**config.mk**
```make
export PLATFORM = sky130hd
export DESIGN_NAME = gpio_port
export DESIGN_NICKNAME = d
export VERILOG_FILES = /design/src/rtl/gpio_port.sv
export SDC_FILE = /design/constraint.sdc
export NUM_CORES = 1
export LEC_CHECK = 0
export BUFFER_PORTS_ARGS = -buffer_cell sky130_fd_sc_hd__buf_2
export CAP_MARGIN = 10
export CORE_UTILIZATION = 56
export DETAILED_ROUTE_END_ITERATION = 6
export PLACE_DENSITY_LB_ADDON = 0.25
export SLEW_MARGIN = 20
export SYNTH_ARGS = -nofsm -noshare
export SYNTH_HDL_FRONTEND = slang
export SYNTH_SLANG_ARGS = --single-unit
```
**constraint.sdc**
```tcl
create_clock -name MCLK -period 1.45 [get_ports MCLK]
set_input_delay 0.0725 -clock MCLK [delete_from_list [all_inputs] [get_ports MCLK]]
set_output_delay 0.0725 -clock MCLK [all_outputs]
set_load 0.05 [all_outputs]
```
**src/rtl/gpio_port.sv**
```systemverilog
// gpio_port: WIDTH-bit general-purpose I/O port with per-bit direction,
// output latch, input synchroniser, edge-triggered interrupt flags and a
// small register interface (0 IN, 1 OUT, 2 DIR, 3 IES, 4 IE, 5 IFG).
// Optional macro GPIO_GLITCH_FILTER_EN inserts a per-bit stability filter
// between the synchroniser and the IN/edge-detect logic.
module gpio_port #(
  parameter int WIDTH         = 8,
  parameter int SYNC_STAGES   = 2,
  parameter int FILTER_CYCLES = 4
) (
  input  logic             MCLK,
  input  logic             reset,
  input  logic [2:0]       addr,
  input  logic             wr_en,
  input  logic             rd_en,
  input  logic [WIDTH-1:0] wdata,
  output logic [WIDTH-1:0] rdata,
  input  logic [WIDTH-1:0] pad_i,
  output logic [WIDTH-1:0] pad_o,
  output logic [WIDTH-1:0] pad_t,
  output logic             irq
);

`ifdef GPIO_GLITCH_FILTER_EN
  localparam int ARM_CYCLES = SYNC_STAGES + FILTER_CYCLES + 1;
`else
  localparam int ARM_CYCLES = SYNC_STAGES + 1;
`endif
  localparam int ARM_W = $clog2(ARM_CYCLES + 1);
  localparam logic [ARM_W-1:0] ARM_DONE = ARM_W'(ARM_CYCLES);

  logic [WIDTH-1:0] r_sync [SYNC_STAGES];
  logic [WIDTH-1:0] w_sync_in;
  logic [WIDTH-1:0] w_in;
  logic [WIDTH-1:0] r_prev;
  logic [WIDTH-1:0] r_out, r_dir, r_ies, r_ie, r_ifg;
  logic [WIDTH-1:0] r_rdata;
  logic             r_irq;
  logic [ARM_W-1:0] r_arm;
  logic             w_armed;
  logic [WIDTH-1:0] w_rise, w_fall, w_edge;
  logic [WIDTH-1:0] w_rsel;
  logic             w_wr_ifg;

  assign w_sync_in = r_sync[SYNC_STAGES-1];

  // Input synchroniser chain; stage 0 samples the asynchronous pads.
  always_ff @(posedge MCLK) begin
    if (reset) begin
      for (int unsigned i = 0; i < SYNC_STAGES; i++) r_sync[i] <= '0;
    end else begin
      r_sync[0] <= pad_i;
      for (int unsigned i = 1; i < SYNC_STAGES; i++) r_sync[i] <= r_sync[i-1];
    end
  end

`ifdef GPIO_GLITCH_FILTER_EN
  localparam int FCW = $clog2(FILTER_CYCLES);
  logic [FCW-1:0]   r_fcnt [WIDTH];
  logic [WIDTH-1:0] r_filt;

  // Per-bit filter: adopt the synchronised value only after it has differed
  // from the filtered value for FILTER_CYCLES consecutive cycles.
  always_ff @(posedge MCLK) begin
    if (reset) begin
      r_filt <= '0;
      for (int unsigned i = 0; i < WIDTH; i++) r_fcnt[i] <= '0;
    end else begin
      for (int unsigned i = 0; i < WIDTH; i++) begin
        if (w_sync_in[i] == r_filt[i]) begin
          r_fcnt[i] <= '0;
        end else if (r_fcnt[i] == FCW'(FILTER_CYCLES - 1)) begin
          r_filt[i] <= w_sync_in[i];
          r_fcnt[i] <= '0;
        end else begin
          r_fcnt[i] <= r_fcnt[i] + 1'b1;
        end
      end
    end
  end

  assign w_in = r_filt;
`else
  assign w_in = w_sync_in;
`endif

  // Arming counter: holds off edge detection until the input pipeline has
  // flushed after reset, so a pad held high through reset raises no flag.
  always_ff @(posedge MCLK) begin
    if (reset)                r_arm <= '0;
    else if (r_arm != ARM_DONE) r_arm <= r_arm + 1'b1;
  end

  assign w_armed  = (r_arm == ARM_DONE);
  assign w_rise   = w_in & ~r_prev;
  assign w_fall   = ~w_in & r_prev;
  assign w_edge   = w_armed ? ((r_ies & w_fall) | (~r_ies & w_rise)) : '0;
  assign w_wr_ifg = wr_en && (addr == 3'd5);

  // Register file, edge history and interrupt output; hardware edges are
  // OR-ed in after a software IFG write so they win over a write of 0.
  always_ff @(posedge MCLK) begin
    if (reset) begin
      r_out  <= '0;
      r_dir  <= '0;
      r_ies  <= '0;
      r_ie   <= '0;
      r_ifg  <= '0;
      r_prev <= '0;
      r_irq  <= 1'b0;
    end else begin
      if (wr_en) begin
        case (addr)
          3'd1:    r_out <= wdata;
          3'd2:    r_dir <= wdata;
          3'd3:    r_ies <= wdata;
          3'd4:    r_ie  <= wdata;
          default: ;
        endcase
      end
      r_ifg  <= (w_wr_ifg ? wdata : r_ifg) | w_edge;
      r_prev <= w_in;
      r_irq  <= |(r_ifg & r_ie);
    end
  end

  // Read mux; reserved addresses return zero.
  always_comb begin
    w_rsel = '0;
    case (addr)
      3'd0:    w_rsel = w_in;
      3'd1:    w_rsel = r_out;
      3'd2:    w_rsel = r_dir;
      3'd3:    w_rsel = r_ies;
      3'd4:    w_rsel = r_ie;
      3'd5:    w_rsel = r_ifg;
      default: w_rsel = '0;
    endcase
  end

  // Registered read data; holds when no read strobe, returns pre-write value.
  always_ff @(posedge MCLK) begin
    if (reset)      r_rdata <= '0;
    else if (rd_en) r_rdata <= w_rsel;
  end

  assign rdata = r_rdata;
  assign irq   = r_irq;
  assign pad_o = r_out;
  assign pad_t = ~r_dir;

endmodule

```
# Word-level counts from Yosys, hierarchy flattened
# Memories as Yosys holds them, arrays and structs flattened.
# Cells that the tools add are included.
# W data, S select, Z words.
# word_totals
mem_bits_ro	0
ram_bits	16
reg_bits	59
input_bits	23
memories	1
latch_bits	0
out_inout_bits	25
# classes
order_cmp	0
n_shift	0
muxes	8
mul	0
eq_ne	7
bitwise	13
div	0
add_sub_neg	1
n_reduce_logical	7
# mem_list
memory	words	word_bits	rd	rd_clocked_by_memory_dff	write_ports	line_no	rtl
r_sync	2	8	2	0	2	32	logic [WIDTH-1:0] r_sync [SYNC_STAGES];
# ops
operator	n
$pmux W8 S6	1
$and A8 B8 Y8	5
$mux W8	4
$not A8 Y8	4
$or A8 B8 Y8	2
$reduce_and A2 Y1	4
$reduce_or A8 Y1	1
$eq A3 B2 Y1 const B	2
$eq A3 B3 Y1 const B	2
$eq A3 B1 Y1 const B	1
$logic_not A3 Y1	1
$mux W1	3
$add A2 B1 Y2 const B	1
$eq A2 B2 Y1 const B	1
$ne A2 B2 Y1 const B	1
$or A1 B1 Y1	2
$logic_and A1 B1 Y1	1

# Logic depth before layout (Yosys ltp)
# depth
word_depth	6
depth_mapped	5

# Least setup slack after synthesis
# Ideal clock, no wire load.
# synth_path
kind	reg-to-reg
startpoint	register r_out[1] (netlist: pad_o[1])
endpoint	register r_rdata[1] (netlist: rdata[1])
setup_slack_ns	0.309
required_time_ns	1.376
path_stages_with_launch	4
t_arrival_ns	1.067
period_less_slack_ns	1.141
path_cell_list	dfxtp_1 -> mux2i_1 -> o32a_1 -> a31oi_1
# synth_between
elab_chain_cells	1
# synth_rtl
item	line_no	rtl
start: declaration	36	logic [WIDTH-1:0] r_out, r_dir, r_ies, r_ie, r_ifg;
start signal: assignment	114	3'd1: r_out <= wdata;
$pmux W8 S6	130	case (addr)
end signal: assignment	144	else if (rd_en) r_rdata <= w_rsel;
end: declaration	37	logic [WIDTH-1:0] r_rdata;
# No other way between the ends.
# A chain may end at the register's enable or synchronous reset.

# Worst setup path in the final report
# layout_path
startpoint	register r_arm[0]
endpoint	register r_arm[1]
# layout_between
elab_chain_cells	1
word_cells_on_any_way	2
classes_between	1 x add/sub; 1 x eq/ne
# layout_rtl
item	line_no	rtl
start: declaration	39	logic [ARM_W-1:0] r_arm;
start signal: assignment	91	else if (r_arm != ARM_DONE) r_arm <= r_arm + 1'b1;
$add A2 B1 Y2 or $ne A2 B2 Y1 (tied branches)	91	
# Several ways; a longest one is shown, not always the timed one.

==> impl_results.md <==
- CTS tree: yes
- Commonest register cell after synthesis: dfxtp_1
- Most frequent cell after synthesis: dfxtp_1
- Run status: finished clean
- Cell taking the most area after synthesis: dfxtp_1
- Row count: 27
- R2R Setup Slk: 0.28 ns
- Top cell type's share of synthesized area: 47.2%
- Starting Density: 57.8%
- Total Neg Setup Slack: 0 ns
- Num CTS Buffers: 9
- Period utilization: 81.0%
- Die width: 77.4 um
- Max-Slew Margin vs Limit: 70.1%
- Leading post-synthesis cells by cell area: dfxtp_1 47%, mux2i_1 13%, nor2b_1 4.9%
- Crit path max fanout: 10
- Placed Area: 3450 um^2
- Async S/R FF share, synth: 0%
- Post-Route WL: 7110 um
- RSZ-0062 raised after global routing: no
- Crit-path cells: ha_1 -> mux2i_1 -> nor2_1
- Critical Path Max Stage Delay: 0.42 ns
- DRC viols: 0
- Core Region: 5510 um^2
- Worst hold slack: 0.0153 ns
- Post-Synthesis Cells: 329
- Hold path endpoint: r_ies[3]$_SDFFE_PP0P_
- Cell variety after synth: 37
- Final setup fails: 0
- Final-report hold violation count: 0
- Fmax: 852 MHz
- Post-synth EDFFs: 0
- Hold_sp: wdata[3]
- Hold Crit Class: input port to flop
- Sinks on Clock Net: 75
- RR Endpoint: r_arm[1]$_SDFFE_PP0N_
- Peak VDD IR: 0.751 mV
- RePlAce Congestion: 0.856
- Drt pass-1 iters: 5
- Final #Nets: 407
- Leak: 1.44 nW
- Pwr dens: 1070 nW/um^2
- Fin crit period: 1.17 ns
- Top cells by count, synth: 75 x dfxtp_1, 40 x mux2i_1, 34 x nand2_1
- Initial antenna violation count: 0
- GR Util All Layers: 25.5%
- Hpwl dp: 5000 um
- IO Count: 48
- Sequential area share after synthesis: 47.2%
- Chip height: 77.4 um
- Clock transition at the registers of the reported paths: 0.07 ns
- Startpoint types: flop
- Crit path kind: flop to flop
- Synth Register Bits: 75
- Final Core Density: 66.8%
- Syn Nets: 353
- Initial DRC Count: 179
- Slew Viols, Final: 0
- Crit end category: flop
- Launching point of the worst reg2reg path: r_arm[0]$_SDFFE_PP0N_
- Final instance count without filler cells: 457
- Tightest Pin Transition: 0.448 ns
- Htree depth: 3
- PostCTS Resize Cnt: 0
- Antenna cell count: 0
- Largest net degree at the start of global routing: 45
- Design Area, Final: 3680 um^2
- Synthesis-to-finish area growth: 15.6%
- Global-route wire length before repair: 11600 um
- Vias: 2538
- CTS Root Cell: clkbuf_8
- Max_cap viols: 0
- Die ar.: 5990 um^2
- R2R cell count: 3
- Slowest-stage cell, CP: ha_1
- I/O Buffers: 47
- Post-Syn Area: 3180 um^2
- Clk buf depth: 2
- Post-route ant nets: 0
- Post-Syn Area per Cell: 9.67 um^2
- DR vias/cell: 5.55
- Crit path DAT: 1.39 ns
- Ys Warns: 0
- Hold path depth: 3
- Drt wl/cell: 15.6 um
- Layout cells sized above 1: 19.5%
- Placed cells: 436
- Vias in the first global route: 2310
- Final global-route overflow total: 0
- Req. time, crit path: 1.66 ns
- Clk_skew: 0.00748 ns
- Worst skew pair latency: 0.34 ns
==> stage by stage <==
step                worst slack (ns)  power, mW
finish                         0.276       3.94
global route                   0.167       4.10
CTS                            0.263       3.96
detailed placement             0.161       2.67
global placement               0.191       2.66
floorplan                      0.309       2.54
==> metal layers <==
metal	GRT usage (%)	vias up	wire [um]
met5	0	-	0
met4	12.3	0	118
met3	4.12	14	383
met2	39.6	74	3240
met1	34.6	1198	3360
li1	-	1252	-
==> worst max-delay path by stage <==
stage                               start                     to  slack (ns)  cells past startpoint
global route        r_arm[0]$_SDFFE_PP0N_    r_ifg[7]$_SDFF_PP0_        0.17                      3
CTS                 r_arm[0]$_SDFFE_PP0N_  r_arm[1]$_SDFFE_PP0N_        0.26                      3
detailed placement                addr[0]  pad_o[7]$_SDFFE_PP0P_        0.16                      4
floorplan           pad_o[1]$_SDFFE_PP0P_  rdata[1]$_SDFFE_PP0P_        0.31                      3
global placement                  addr[0]  rdata[4]$_SDFFE_PP0P_        0.19                      5
finish              r_arm[0]$_SDFFE_PP0N_  r_arm[1]$_SDFFE_PP0N_        0.28                      3
==> state kept, by name, indices dropped and copies added, names as in the netlist <==
| register | cells |
|---|---|
| rdata | 8 |
| r_ie | 8 |
| r_prev | 8 |
| r_sync | 16 |
| r_ifg | 8 |
| pad_o | 8 |
| r_dir | 8 |
| irq | 1 |
| r_arm | 2 |
| r_ies | 8 |
==> what timing repair did <==
action	CTS	global route
hold buffers	8	0
endpoints found under the hold margin	8	0
setup buffers	0	0
==> cell usage in the layout, fill, tap and decap left out, drive strengths merged <==
master       Yosys  routed
a211o            4       4
a21boi           4       4
a21oi           10      10
a22oi            8       8
a31oi           14      14
a41oi            1       1
and3b            8       8
and4b            2       2
and4bb           2       2
buf             13      56
clkbuf           8      13
dfxtp           75      75
dlygate4sd3      0       8
ha               1       1
inv              9       9
mux2             4       4
mux2i           40      40
nand2           34      34
nand2b           1       1
nand4b           2       2
nor2            26      26
nor2b           25      25
nor3b            9       9
nor4bb           1       1
o21a             2       2
o21ai           17      17
o21ba            1       1
o22a             3       3
o22ai            1       1
o32a             1       1
or2              1       1
or2b             1       1
xor2             1       1
==> cell families after synthesis <==
logic type	synth area share, %
compound gates	13.5
flops	47.2
xor+xnor	0.275
fa+ha+maj	0.393
mux	14.0
buf+inv	5.23
simple gates	19.4
==> worst max-delay path: cells and delay by family (launching register included) <==
family | cells | cell delay, ns
fa+ha+maj | 1 | 0.42
flops | 1 | 0.35
mux | 1 | 0.24
simple gates | 1 | 0.05
==> report_power, final <==
| part | leakage [nW] | switching [mW] | internal, mW |
|---|---|---|---|
| logic | 0.753 | 0.275 | 0.176 |
| clock network | 0.0754 | 0.654 | 0.642 |
| registers | 0.612 | 0.0522 | 2.14 |
==> cell type report <==
cell class | count | area [um^2]
multi-input cells | 224 | 1520
flip-flops and latches | 75 | 1500
fillers | 445 | 1830
well taps | 72 | 90.1
clock buffers | 13 | 149
inverters | 9 | 33.8
repair buffers | 64 | 383
(Power assumes the default switching activity.)
